<file path="config.mk">
export PLATFORM = sky130hd
export DESIGN_NAME = alu_share_ctrl
export DESIGN_NICKNAME = d
export VERILOG_FILES = /design/src/rtl/alu_share_ctrl.sv
export SDC_FILE = /design/constraint.sdc
export NUM_CORES = 1
export LEC_CHECK = 0
export CORE_AREA = 8 8 133 135
export CTS_CLUSTER_DIAMETER = 80
export DETAILED_ROUTE_END_ITERATION = 8
export DIE_AREA = 0 0 141 143
export PLACE_DENSITY = 0.86
export REMOVE_ABC_BUFFERS = 1
export SLEW_MARGIN = 40
export SYNTH_ARGS = -nofsm -noshare
export SYNTH_HDL_FRONTEND = slang
export SYNTH_SLANG_ARGS = --single-unit
</file>
<file path="constraint.sdc">
create_clock -name clk -period 2.3 [get_ports clk]
set_clock_uncertainty 0.1 [all_clocks]
set_input_delay 0.575 -clock clk [delete_from_list [all_inputs] [get_ports clk]]
set_output_delay 0.575 -clock clk [all_outputs]
set_load 0.01 [all_outputs]
</file>
<file path="src/rtl/alu_share_ctrl.sv">
// Two-requester front end for one shared combinational 32-bit ALU: round-robin accept,
// one execute cycle, then a held result returned over a per-requester valid/ready handshake.
module alu_share_ctrl #(
    parameter int unsigned CNT_W = 16
) (
    input  logic             clk,
    input  logic             rst,
    input  logic             req0_valid,
    output logic             req0_ready,
    input  logic [31:0]      req0_a,
    input  logic [31:0]      req0_b,
    input  logic [3:0]       req0_op,
    input  logic             req1_valid,
    output logic             req1_ready,
    input  logic [31:0]      req1_a,
    input  logic [31:0]      req1_b,
    input  logic [3:0]       req1_op,
    output logic             resp0_valid,
    input  logic             resp0_ready,
    output logic             resp1_valid,
    input  logic             resp1_ready,
    output logic [31:0]      resp_r,
    output logic [3:0]       resp_flags,
    output logic [31:0]      alu_a,
    output logic [31:0]      alu_b,
    output logic [3:0]       alu_aluc,
    input  logic [31:0]      alu_r,
    input  logic             alu_zero,
    input  logic             alu_carry,
    input  logic             alu_negative,
    input  logic             alu_overflow,
    output logic             busy,
    output logic [CNT_W-1:0] cnt0,
    output logic [CNT_W-1:0] cnt1
);

    typedef enum logic [1:0] {StIdle, StExec, StResp} state_e;

    state_e             state_q, state_d;
    logic               owner_q, owner_d;
    logic               last_q, last_d;
    logic [31:0]        a_q, a_d;
    logic [31:0]        b_q, b_d;
    logic [3:0]         op_q, op_d;
    logic [31:0]        r_q, r_d;
    logic [3:0]         f_q, f_d;
    logic [CNT_W-1:0]   cnt0_q, cnt0_d;
    logic [CNT_W-1:0]   cnt1_q, cnt1_d;

    logic               gnt0, gnt1, hs;
    logic [3:0]         flag_mask;

    // A tie goes to whichever requester was not granted last; reset holds off any accept.
    assign gnt0 = (state_q == StIdle) & ~rst & req0_valid & (~req1_valid | last_q);
    assign gnt1 = (state_q == StIdle) & ~rst & req1_valid & (~req0_valid | ~last_q);
    assign hs   = (state_q == StResp) & (owner_q ? resp1_ready : resp0_ready);

    // Flag bit order {zero, carry, negative, overflow}.
    always_comb begin
        flag_mask = 4'b0000;
        unique case (op_q)
            4'b0000, 4'b0001,
            4'b1100, 4'b1101, 4'b1110, 4'b1111: flag_mask = 4'b1110;
            4'b0010, 4'b0011:                   flag_mask = 4'b1011;
            4'b0100, 4'b0101, 4'b0110, 4'b0111,
            4'b1010, 4'b1011:                   flag_mask = 4'b1010;
            default:                            flag_mask = 4'b0000;
        endcase
    end

    always_comb begin
        state_d = state_q;
        owner_d = owner_q;
        last_d  = last_q;
        a_d     = a_q;
        b_d     = b_q;
        op_d    = op_q;
        r_d     = r_q;
        f_d     = f_q;
        cnt0_d  = cnt0_q;
        cnt1_d  = cnt1_q;
        unique case (state_q)
            StIdle: begin
                if (gnt0 | gnt1) begin
                    owner_d = gnt1;
                    last_d  = gnt1;
                    a_d     = gnt1 ? req1_a  : req0_a;
                    b_d     = gnt1 ? req1_b  : req0_b;
                    op_d    = gnt1 ? req1_op : req0_op;
                    state_d = StExec;
                end
            end
            StExec: begin
                r_d     = alu_r;
                f_d     = {alu_zero, alu_carry, alu_negative, alu_overflow} & flag_mask;
                state_d = StResp;
            end
            StResp: begin
                if (hs) begin
                    if (!owner_q && cnt0_q != '1) cnt0_d = cnt0_q + 1'b1;
                    if (owner_q && cnt1_q != '1)  cnt1_d = cnt1_q + 1'b1;
                    state_d = StIdle;
                end
            end
            default: state_d = StIdle;
        endcase
    end

    always_ff @(posedge clk) begin
        if (rst) begin
            state_q <= StIdle;
            owner_q <= 1'b0;
            last_q  <= 1'b1;
            a_q     <= '0;
            b_q     <= '0;
            op_q    <= '0;
            r_q     <= '0;
            f_q     <= '0;
            cnt0_q  <= '0;
            cnt1_q  <= '0;
        end else begin
            state_q <= state_d;
            owner_q <= owner_d;
            last_q  <= last_d;
            a_q     <= a_d;
            b_q     <= b_d;
            op_q    <= op_d;
            r_q     <= r_d;
            f_q     <= f_d;
            cnt0_q  <= cnt0_d;
            cnt1_q  <= cnt1_d;
        end
    end

    assign req0_ready  = gnt0;
    assign req1_ready  = gnt1;
    assign resp0_valid = (state_q == StResp) & ~owner_q;
    assign resp1_valid = (state_q == StResp) & owner_q;
    assign resp_r      = r_q;
    assign resp_flags  = f_q;
    assign alu_a       = a_q;
    assign alu_b       = b_q;
    assign alu_aluc    = op_q;
    assign busy        = (state_q != StIdle);
    assign cnt0        = cnt0_q;
    assign cnt1        = cnt1_q;

endmodule

</file>
==> results of run 1 <==
[final cells by class]
| class | count | area, um^2 | share of cell area (%) |
|---|---|---|---|
| clock inverter | 10 | 160 | 1.56 |
| sequential | 143 | 2860 | 27.9 |
| clock buffer | 21 | 460 | 4.49 |
| tap | 216 | 270 | 2.63 |
| timing repair buffer | 350 | 3510 | 34.2 |
| inverter | 7 | 31.3 | 0.305 |
| multi-input combinational | 543 | 2970 | 28.9 |
[per-stage QoR]
step / cells / instance area [um^2] / setup WS (ns)
after global placement: 1256 / 9550 / -0.698
after floorplan: 693 / 5820 / -1.85
final: 1290 / 10300 / 0.0460
after CTS: 1289 / 10200 / 0.0151
after detailed placement: 1256 / 9550 / -0.764
after global routing: 1290 / 10300 / 0.00577
[cell usage after synthesis (2+ instances only)]
cell type / instances
dfxtp_1: 143
buf_1: 4
a31oi_1: 4
nand2_1: 209
and4bb_2: 2
nor3_1: 12
a311oi_1: 69
nor4_1: 2
xnor2_1: 19
nor2b_1: 2
ha_1: 2
o21ai_0: 5
inv_1: 5
inv_2: 2
and2_1: 3
nor2_1: 99
and4_1: 4
nand3_1: 17
mux2i_1: 3
buf_2: 19
a21oi_1: 45
buf_4: 3
nand2b_1: 3
nand4_1: 7
xor2_1: 4
clkbuf_1: 32
nand4_2: 2
or3_1: 4
nand3b_1: 2
and3_1: 2
nor3b_1: 2
[worst reg2reg max path, cell delays in order (launching register included)]
cell and delay (ns):
dfxtp_1 0.31, buf_4 0.17, nor3_4 0.30, nand2_8 0.12, inv_6 0.10, buf_4 0.13, buf_4 0.11, nand2_1 0.08
a311oi_4 0.29, mux2_4 0.33
[cell families (layout without fill, tap and decap cells)]
| family | after synthesis | count (layout) | share of synthesized area, % |
|---|---|---|---|
| AOI/OAI and AO/OA | 136 | 136 | 17.1 |
| xor gates and xnor gates | 23 | 23 | 3.31 |
| adders and majority gates | 2 | 2 | 0.411 |
| buffers and inverters | 66 | 388 | 4.77 |
| DFF | 143 | 143 | 47.0 |
| muxes | 4 | 4 | 0.678 |
| and+or+nand+nor | 378 | 378 | 26.7 |
[flip-flops by register name, summed over array words and instances (netlist names)]
register and cells:
resp_r 32, cnt0 16, state_q 2, cnt1 16, alu_b 32, resp_flags 4, last_q 1, alu_aluc 4
owner_q 1, flag_mask 3, alu_a 32
[metal layers]
metal  vias up  global-route usage (%)  share of wire (%)
met5         -                       0                  0
met4         0                    7.86                2.3
met3        41                    8.68                 10
met2       278                    36.6                 50
met1      3036                    22.6                 38
li1       3223                       -                  -
[final timing paths]
kind                                    from                         end  slack [ns]
hold reg to reg   resp_flags[2]$_SDFFE_PP0N_  resp_flags[2]$_SDFFE_PP0N_        0.35
setup reg to reg     state_q[1]$_SDFFE_PP0P_        flag_mask[2]$_DFF_P_        0.15
hold / removal    resp_flags[2]$_SDFFE_PP0N_  resp_flags[2]$_SDFFE_PP0N_        0.35
setup / recovery                  req0_valid                  req1_ready        0.05
[power by group through the flow]
stage	Sequential, mW	Clock (mW)	Combinational [mW]
2_1_floorplan	2.87	0	0.415
3_3_place_gp	2.79	0	1.33
3_5_place_dp	2.80	0	1.35
4_1_cts	2.75	2.96	1.36
5_1_grt	2.77	3.06	1.48
6_report	2.75	2.90	1.37
[what timing repair did]
| item | in CTS | in global routing |
|---|---|---|
| pin swaps | 1 | 3 |
| cloned | 0 | 1 |
| buffers inserted | 2 | 0 |
| setup endpoints to repair | 9 | 24 |
| resized for setup | 21 | 6 |
==> reports/metrics.cfg, run 1 <==
[run_status]
run_status=complete, no violations

[clocking]
clock-sinks=143
clock_latency_ns=0.41
ctsHoldBuffers=0
cts_buffers=17
clock_path_buffers=2
cts_root_buf=clkbuf_16
cts_tree=done
clkTransAtPathRegs_ns=0.05
cts_max_level=4

[setup_path]
cp_slowest_cell=clkdlybuf4s50_1
cp_top_family=buffers and inverters
r2r_cells=9
worstSetupEndpointType=output port
critical_path_class=in -> out
timing.critical_path.buf_inv=4
cp-start-kind=input pin
path_cells=clkdlybuf4s50_1 > a21boi_2 > buf_6 > nand2_8 > inv_6 > buf_6
worstPathArrival_ns=1.58
path_max_fanout=3
required_ns=1.62
critPathMaxStageDelay_ns=0.44
crit_cells=6
critPathMostFrequentCell=buf_6

[final_layout]
final_util_pct=65.8
diodes=0
area_growth_pct=68.7
layout_commonest_cell=clkdlybuf4s50_1
fillers=1219
drive_gt1_share_pct=8.01
layout_common_cells=clkdlybuf4s50_1 (311), nand2_1 (208), dfxtp_1 (143)
nets=1242

[synth]
netlist_area_um2=6090
postSynthCellCount=752
synthTopCellsByArea=dfxtp_1 (47%), nand2_1 (13%), a311oi_1 (9.9%), nor2_1 (6.1%), a21oi_1 (3.7%)
synth_edf_count=0
synth-main-ff-cell=dfxtp_1
ys_ff_latch=143
synth.distinct_cells=52
ys.warnings.count=0
synthArstFlopShare_pct=0
yosys.area.top_type=dfxtp_1
synth_top_area_share_pct=47.0
ys_seq_area_share_pct=47.0
syn_avg_cell_area_um2=8.09

[placement]
portBuffers=318
dp_hpwl_mm=16.2
gp_congestion=0.848

[min_path]
min_path_cells=2
hp-class=reg -> reg

[floorplan]
rows=46
core_um2=15600
die_x_um=141
fp.dieH_um=143
dieArea_um2=20200
io_pins=319
start_util_pct=39.0

[power_and_ir_drop]
p_clk_share_pct=41.4
comb_power_share_pct=19.5
p_seq_share_pct=39.2
power_density_nw_per_um2=684
vdd_drop_max_mv=0.490
switchingPower_mw=1.73
p_leak_nw=3.77
totalPowerFinal_mw=7.02
power.internal_mw=5.29
p_sw_share_pct=24.6

[global_route]
grt_max_degree=142
grt_antenna_before_repair=0
gr-usage-all-layers_pct=21.1
grt-ovfl-total=0
grt_pass1_wl_mm=33.8
grt_pass1_vias=6390

[sta]
tns_ns=0
hold_slack_ns=0.350
period_share_pct=98.0
period_minus_slack_ns=2.25
rsz0062_at_grt=no
slew_headroom_pct=56.4
fmaxAchievable_ghz=0.444
timing.final.setup_violations=0
drv_slew=0
worst_pin_slew_ns=0.654
hold_violations=0

[job]
cap_violations=0

[detailed_routing]
antenna_left=0
drc=0
first_iter_violations=368
vias_per_cell=5.10
routed_wl_mm=22.2
wl_per_cell_um=17.2
vias=6578
first_pass_iters=5

Note: power is estimated with default switching activity, not from simulation.
==> inputs of run 2 (changes only) <==
Settings changed: HOLD_SLACK_MARGIN from default to 0.12, SLEW_MARGIN 40 to default.
==> results of run 2 <==
Final layout, timing and power as in run 1 (identical DEF).
==> inputs of run 3 (changes only) <==
Settings changed: CORE_AREA 8 8 133 135 to 8 8 126 128, DIE_AREA 0 0 141 143 to 0 0 134 136, DONT_BUFFER_PORTS from default to 1, PLACE_DENSITY 0.86 to 0.65.
==> reports/metrics.cfg, run 3 (synthesized netlist as in run 1, its figures left out) <==
[job]
cap_violations=0  ; unchanged

[sta]
hold_slack_ns=0.152  ; -0.198 ns
timing.final.setup_violations=0  ; unchanged
period_minus_slack_ns=2.21  ; -0.0428 ns
period_share_pct=96.1  ; -1.9 points
fmaxAchievable_ghz=0.452  ; +1.9%
hold_violations=0  ; unchanged
slew_headroom_pct=61.3  ; +4.9 points
drv_slew=0  ; unchanged
worst_pin_slew_ns=0.579  ; -0.0752 ns
rsz0062_at_grt=no

[clocking]
cts_buffers=17  ; unchanged
cts_tree=done
clock-sinks=143  ; unchanged
cts_root_buf=clkbuf_16
clock_path_buffers=2  ; unchanged
cts_max_level=4  ; unchanged
clkTransAtPathRegs_ns=0.06  ; about the same
clock_latency_ns=0.42  ; about the same

[setup_path]
worstSetupEndpointType=output port
critical_path_class=reg -> out
worstPathArrival_ns=1.54  ; -0.04 ns
cp-start-kind=flip-flop
path_max_fanout=7  ; +4
timing.critical_path.buf_inv=1  ; -3
cp_slowest_cell=or3_4
cp_top_family=simple AND/OR/NAND/NOR gates
critPathMaxStageDelay_ns=0.43  ; about the same
required_ns=1.62  ; about the same
path_cells=or3_4 > nor3b_2 > buf_4

[floorplan]
io_pins=319  ; unchanged
dieArea_um2=18200  ; -9.6%
rows=44  ; -4.3%
start_util_pct=43.4  ; +4.3 points
die_x_um=134  ; -5.0%
core_um2=14000  ; -10%
fp.dieH_um=136  ; -4.9%

[detailed_routing]
vias=5371  ; -18%
vias_per_cell=5.75  ; +13%
drc=0  ; unchanged
routed_wl_mm=19.3  ; -13%
first_iter_violations=295  ; -20%
wl_per_cell_um=20.7  ; +20%
antenna_left=0  ; unchanged
first_pass_iters=5  ; unchanged

[run_status]
run_status=complete, no violations

[global_route]
gr-usage-all-layers_pct=19.8  ; -1.3 points
grt_pass1_wl_mm=28.7  ; -15%
grt_pass1_vias=5262  ; -18%
grt-ovfl-total=0  ; unchanged
grt_max_degree=133  ; -6.3%
grt_antenna_before_repair=1  ; +1

[placement]
gp_congestion=0.838  ; -1.2%
portBuffers=0  ; -100%
dp_hpwl_mm=14.0  ; -14%

[min_path]
hp-class=in -> reg

[power_and_ir_drop]
p_leak_nw=2.46  ; -35%
totalPowerFinal_mw=6.14  ; -13%
power_density_nw_per_um2=889  ; +30%
vdd_drop_max_mv=0.470  ; -4.2%

[final_layout]
final_util_pct=49.2  ; -17 points
layout_commonest_cell=nand2_1
nets=916  ; -26%
area_growth_pct=13.5
fillers=1339  ; +9.8%
drive_gt1_share_pct=9.35  ; +1.3 points
layout_common_cells=nand2_1 (208), dfxtp_1 (142), nor2_1 (99)

==> run 3: final timing paths <==
check	startpoint	end	slack [ns]	cells past startpoint
hold / removal	rst	cnt1[12]$_SDFFE_PP0P_	0.15	1
setup reg to reg	state_q[0]$_SDFFE_PP0P_	flag_mask[2]$_DFF_P_	0.30	6
setup / recovery	state_q[1]$_SDFFE_PP0P_	req0_ready	0.09	3
hold reg to reg	flag_mask[0]$_SDFF_PP0_	resp_flags[0]$_SDFFE_PP0N_	0.36	2
==> run 3: layout make-up <==
type,instances,area (um^2),share of cell area (%)
Clock inverter,12,135,1.96
Timing Repair Buffer,24,248,3.59
Sequential cell,143,2860,41.5
Clock buffer,20,447,6.47
Inverter,7,28.8,0.417
Tap cell,184,230,3.33
Antenna cell,1,2.50,0.0362
Multi-Input combinational cell,543,2950,42.7
==> run 3: metal layers <==
metal,up-vias,track usage (%),part of all wire [%]
met4,2,7.49,2.0
met5,-,0,0.083
met3,27,11.8,14
li1,2570,-,-
met2,277,32.6,48
met1,2495,20.5,37
==> run 3: through the flow <==
| step | instances | instance area, um^2 | setup slack (ns) | TNS [ns] |
|---|---|---|---|---|
| 2_1_floorplan | 693 | 5820 | -1.85 | -105.50 |
| 3_3_place_gp | 894 | 6220 | 0.263 | 0 |
| 3_5_place_dp | 894 | 6220 | 0.222 | 0 |
| 4_1_cts | 929 | 6840 | 0.000890 | 0 |
| 5_1_grt | 933 | 6900 | 0.00574 | 0 |
| 6_report | 934 | 6910 | 0.0888 | 0 |
==> run 3: what timing repair did <==
action	in CTS	in global routing
gates resized for setup	1	3
pin swaps	0	1
endpoints found under the hold margin	1	4
hold buffers	3	2
endpoints found under the setup margin	1	2
setup buffers	0	1
gates cloned	0	1
==> run 3: where the power goes <==
group	internal (mW)	switching, mW	leakage [nW]
Sequential	2.66	0.224	1.17
Clock	1.63	1.08	0.273
Combinational	0.222	0.330	1.02
Total	4.51	1.63	2.46
